`src/rtl/regfile_write_scheduler.sv`:
```
// regfile_write_scheduler
//   Arbitrates the single register-file write port between the writeback
//   stage and a long-latency (mul/div) unit. Long-latency results are parked
//   in a small FIFO and drained whenever writeback leaves the port idle. A
//   starvation counter forces the FIFO head through (stalling writeback) once
//   it has waited STARVE_LIMIT cycles. A per-register pending scoreboard is
//   exported to the hazard unit.
//
// Ports
//   clk, rst_n                        clock (rising edge), async active-low reset
//   wb_we, wb_rd, wb_data             writeback write request
//   mu_valid, mu_ready, mu_rd, mu_data long-latency result handshake
//   mu_issue, mu_issue_rd             long-latency op issue (reserves rd)
//   RegWrite, WriteRegister, WriteData register file write port (combinational)
//   stall_wb                          writeback must hold its request
//   pending                           bit i set: register i awaits a result
//   fifo_count                        number of buffered results
module regfile_write_scheduler #(
  parameter int unsigned DATA_W       = 32,
  parameter int unsigned FIFO_DEPTH   = 2,
  parameter int unsigned STARVE_LIMIT = 4
) (
  input  logic                          clk,
  input  logic                          rst_n,
  input  logic                          wb_we,
  input  logic [4:0]                    wb_rd,
  input  logic [DATA_W-1:0]             wb_data,
  input  logic                          mu_valid,
  output logic                          mu_ready,
  input  logic [4:0]                    mu_rd,
  input  logic [DATA_W-1:0]             mu_data,
  input  logic                          mu_issue,
  input  logic [4:0]                    mu_issue_rd,
  output logic                          RegWrite,
  output logic [4:0]                    WriteRegister,
  output logic [DATA_W-1:0]             WriteData,
  output logic                          stall_wb,
  output logic [31:0]                   pending,
  output logic [$clog2(FIFO_DEPTH):0]   fifo_count
);

  localparam int unsigned PTR_W = $clog2(FIFO_DEPTH);
  localparam int unsigned CNT_W = PTR_W + 1;
  localparam int unsigned SC_W  = $clog2(STARVE_LIMIT + 1);

  logic [4:0]        rdMem   [FIFO_DEPTH];
  logic [DATA_W-1:0] dataMem [FIFO_DEPTH];
  logic [PTR_W-1:0]  rdPtr, wrPtr;
  logic [CNT_W-1:0]  count;
  logic [SC_W-1:0]   starveCnt;
  logic [31:0]       pendingQ, pendingNext;

  logic fifoEmpty, starved, wbReq, headGrant, wbGrant, push, pop;
  logic [4:0]        headRd;
  logic [DATA_W-1:0] headData;

  assign headRd   = rdMem[rdPtr];
  assign headData = dataMem[rdPtr];

  // Ready depends on the pre-pop count only; gated by reset so the unit sees
  // no acceptance while rst_n is low.
  assign mu_ready = rst_n && (count < CNT_W'(FIFO_DEPTH));

  always_comb begin
    fifoEmpty = (count == '0);
    starved   = !fifoEmpty && (starveCnt == SC_W'(STARVE_LIMIT));
    wbReq     = wb_we && (wb_rd != '0);
    headGrant = !fifoEmpty && (starved || !wbReq);
    wbGrant   = wbReq && !headGrant;
    // rd 0 results complete the handshake but are never buffered.
    push      = mu_valid && mu_ready && (mu_rd != '0);
    pop       = headGrant;
  end

  always_comb begin
    RegWrite      = 1'b0;
    WriteRegister = '0;
    WriteData     = '0;
    stall_wb      = 1'b0;
    if (rst_n) begin
      stall_wb = starved && wbReq;
      if (headGrant) begin
        RegWrite      = 1'b1;
        WriteRegister = headRd;
        WriteData     = headData;
      end else if (wbGrant) begin
        RegWrite      = 1'b1;
        WriteRegister = wb_rd;
        WriteData     = wb_data;
      end
    end
  end

  // Clear on head write first, then set, so a same-cycle issue wins.
  always_comb begin
    pendingNext = pendingQ;
    if (pop) pendingNext[headRd] = 1'b0;
    if (mu_issue && (mu_issue_rd != '0)) pendingNext[mu_issue_rd] = 1'b1;
    pendingNext[0] = 1'b0;
  end

  always_ff @(posedge clk or negedge rst_n) begin
    if (!rst_n) begin
      rdPtr     <= '0;
      wrPtr     <= '0;
      count     <= '0;
      starveCnt <= '0;
      pendingQ  <= '0;
    end else begin
      if (push) wrPtr <= wrPtr + PTR_W'(1);
      if (pop)  rdPtr <= rdPtr + PTR_W'(1);
      count    <= count + CNT_W'(push) - CNT_W'(pop);
      pendingQ <= pendingNext;
      if (fifoEmpty || pop)
        starveCnt <= '0;
      else if (starveCnt != SC_W'(STARVE_LIMIT))
        starveCnt <= starveCnt + SC_W'(1);
    end
  end

  always_ff @(posedge clk) begin
    if (push) begin
      rdMem[wrPtr]   <= mu_rd;
      dataMem[wrPtr] <= mu_data;
    end
  end

  assign pending    = pendingQ;
  assign fifo_count = count;

endmodule

```
`config.mk`:
```
export PLATFORM = sky130hd
export DESIGN_NAME = regfile_write_scheduler
export DESIGN_NICKNAME = d
export VERILOG_FILES = /design/src/rtl/regfile_write_scheduler.sv
export SDC_FILE = /design/constraint.sdc
export NUM_CORES = 1
export LEC_CHECK = 0
export ABC_CLOCK_PERIOD_IN_PS = 4700
export CAP_MARGIN = 20
export CORE_MARGIN = 2
export CORE_UTILIZATION = 52
export CTS_BUF_LIST = sky130_fd_sc_hd__clkbuf_4 sky130_fd_sc_hd__clkbuf_8
export CTS_CLUSTER_SIZE = 30
export DETAILED_ROUTE_END_ITERATION = 8
export HOLD_SLACK_MARGIN = 0.12
export PLACE_DENSITY_LB_ADDON = 0.15
export REMOVE_ABC_BUFFERS = 1
export SLEW_MARGIN = 20
export SYNTH_ARGS = -nofsm -noshare
export SYNTH_HDL_FRONTEND = slang
export SYNTH_SLANG_ARGS = --single-unit
```
`constraint.sdc`:
```
create_clock -name clk -period 4.7 [get_ports clk]
set_input_delay 0.47 -clock clk [delete_from_list [all_inputs] [get_ports clk]]
set_output_delay 0.47 -clock clk [all_outputs]
set_load 0.01 [all_outputs]
```
==> flow_summary.yaml <==
status:
  run_status: "finished, final reports clean"
sta:
  whs_ns: 0.2103
  post-route-period-util_pct: 73.05
  max_freq_mhz: 291.3
  rsz0062_at_grt: "false"
  slew_headroom_pct: 30.90
  skew_ns: 0.01530
  worst_pin_slew_ns: 1.034
  fin_tns_setup_ns: 0
  fin_ws_ns: 1.267
  finalHoldViolCount: 0
  fin_crit_ns: 3.433
  setup_viol: 0
  maxSlewViolCount: 0
die:
  die-area_um2: 10570
  num_rows: 36
  ios: 158
  fp.dieH_um: 102.8
  fp.coreArea_um2: 9639
  die_w_um: 102.8
  start_util_pct: 52.69
clock_tree:
  root_buffer: "clkbuf_8"
  cts_sinks: 112
  cts_hold_buf: 0
  ctsResizeCount: 0
  htree_levels: 3
  cts_setup_buffers: 0
  cts.clk_slew.worst_paths_ns: 0.11
  clk_latency_ns: 0.37
  cts_buffers: 9
  cts_tree: "built"
  cts_buffer_depth: 2
placement:
  hpwl_um: 8287
  gp_congestion: 0.8468
  port_buffers: 156
  dp_slack_ns: 0.8693
setup_path:
  reg2reg_depth: 4
  critPathRequiredTime_ns: 4.23
  crit_path_start_kind: "flop"
  timing.rr.start: "rdPtr"
  r2r-end: "pending[28]"
  r2r_slack_ns: 2.24
  crit_fanout: 37
  endpoint_kind: "primary output"
  arrival_ns: 2.96
  crit_type: "reg -> out"
detailed_routing:
  firstDrtPassIters: 4
  ant_nets: 0
  first_iter_violations: 176
  drc_errors: 0
  via_per_inst: 5.437
  wl_per_cell_um: 17.08
  vias: 3632
  routed_wl_um: 11410
global_routing:
  antenna_found_initial: 0
  grt_pass1_vias: 3624
  grt_pass1_wl_um: 17660
  grt_max_degree: 40
  gr-total-overflow: 0
  grt_use_total_pct: 22.05
power:
  worst_ir_drop_vdd_v: 0.0001906
  powerDensity_nw_per_um2: 385.8
  p_leak_uw: 0.002794
flow_run:
  cap_violations: 0
synthesis:
  async_flop_share_pct: 33.93
  synth_flop_cell: "edfxtp_1"
  yosysSeqAreaShare_pct: 62.48
  synth_edf_count: 74
  synthCells: 374
  synthDistinctLibCells: 45
  postSynthAreaPerCell_um2: 13.58
  ys_warn_count: 0
  syn_area_um2: 5079
  ys_ff_latch: 112
cells_and_area:
  fin_nets: 618
  drive_above_1_share_pct: 7.664
  fillers: 724
  syn2layout_area_growth_pct: 36.59
  insertedDiodeCount: 0
worst_hold_path:
  hold_class: "in -> async"
-- cell usage after synthesis, types with 2 or more instances --
library cell	instances	area (um2)
and3_1	2	12.51
dfrtp_1	38	950.9
buf_4	2	15.01
nor2_1	10	37.54
nor3_1	2	10.01
or3b_2	2	17.52
ha_1	4	50.05
nand2_1	20	75.07
a21oi_1	2	10.01
o2bb2ai_1	36	315.3
nor3b_1	6	45.04
o21ai_0	24	120.1
inv_1	37	138.9
xnor2_1	4	35.03
nand3_1	2	10.01
edfxtp_1	74	2222
buf_2	8	40.04
nand2_2	2	12.51
and3b_1	4	35.03
a211oi_2	2	25.02
o221ai_1	15	131.4
mux2i_1	35	350.3
a22oi_1	16	120.1
buf_6	5	56.30
nand3b_1	2	15.01
-- layout by cell type, fill, tap and decap left out, drive strengths merged, types with 2 or more instances in the layout --
cell type,n
o21ai,24
o2bb2ai,37
a22oi,16
o221ai,15
nand2b,2
nand2,22
and3,2
dfrtp,38
ha,4
or3b,2
edfxtp,74
mux2i,37
clkdlybuf4s50,155
nor2,11
clkinvlp,2
inv,40
xnor2,4
nand3,2
nor3,2
nand3b,2
buf,5
nor3b,6
clkinv,2
a21oi,2
and3b,4
clkbuf,9
a211oi,3
-- power breakdown --
group | switching [uW] | internal [uW]
combinational | 422 | 449
sequential | 113 | 1160
clock | 329 | 199
-- flip-flops by register name, summed over array words and instances (netlist names) --
| register | cells |
|---|---|
| dataMem | 64 |
| fifo_count | 2 |
| pending | 31 |
| rdMem | 10 |
| rdPtr | 1 |
| starveCnt | 3 |
| wrPtr | 1 |
-- through the flow --
stage               std cells  total power, uW  util (%)  instance area [um2]
floorplan                 359             1777         -                 4967
global placement          651             2140     69.81                 6729
detailed placement        651             2170     69.81                 6729
CTS                       667             2695     71.66                 6908
global route              668             2811     71.96                 6937
finish                    668             2676     71.96                 6937
-- cell type report --
cell class                      instances  area (um2)  area share [%]
Timing Repair Buffer                  160        1607           23.16
Clock inverter                          7       55.05          0.7937
Clock buffer                            9       123.9           1.786
Inverter                               37       138.9           2.002
Sequential cell                       112        3174           45.76
Tap cell                              133       166.4           2.399
Multi-Input combinational cell        210        1672           24.10
-- routing by layer --
layer | share of wire [%] | GRT usage (%)
met2 | 52 | 38.11
met3 | 5.8 | 4.475
met4 | 2.1 | 9.211
met1 | 40 | 27.17
met5 | 0 | 0
-- how the worst max path moves through the flow --
stage | startpoint | endpoint | slack [ns] | cells after the start
CTS | starveCnt[0] | WriteData[17] | 0.79 | 7
global placement | wb_we | WriteData[17] | 1.02 | 5
finish | starveCnt[0] | WriteData[17] | 1.27 | 7
global route | starveCnt[0] | WriteData[17] | 1.13 | 7
floorplan | rst_n | dataMem[0][0] | 1.75 | 4
detailed placement | wb_we | WriteData[17] | 0.87 | 5
-- logic make-up (layout without fill, tap and decap cells) --
group / Yosys count / after routing / share of synthesized area, %
muxes: 38 / 38 / 7.834
other: 1 / 1 / 0.07384
adders and majority gates: 4 / 4 / 0.9855
and+or+nand+nor: 61 / 61 / 6.751
AOI/OAI and AO/OA: 101 / 101 / 16.09
buffers and inverters: 52 / 213 / 4.927
DFF: 112 / 112 / 62.48
xor gates and xnor gates: 5 / 5 / 0.8622
-- critical path: stages (launching register included) --
cell and delay, ns:
dfrtp_1 0.41, inv_1 0.07, ha_1 0.15, nand2_2 0.08
and2_0 0.34, a211o_2 0.67, o2bb2ai_1 0.27, clkdlybuf4s50_1 0.57
Note: power is estimated with default switching activity, not from simulation.
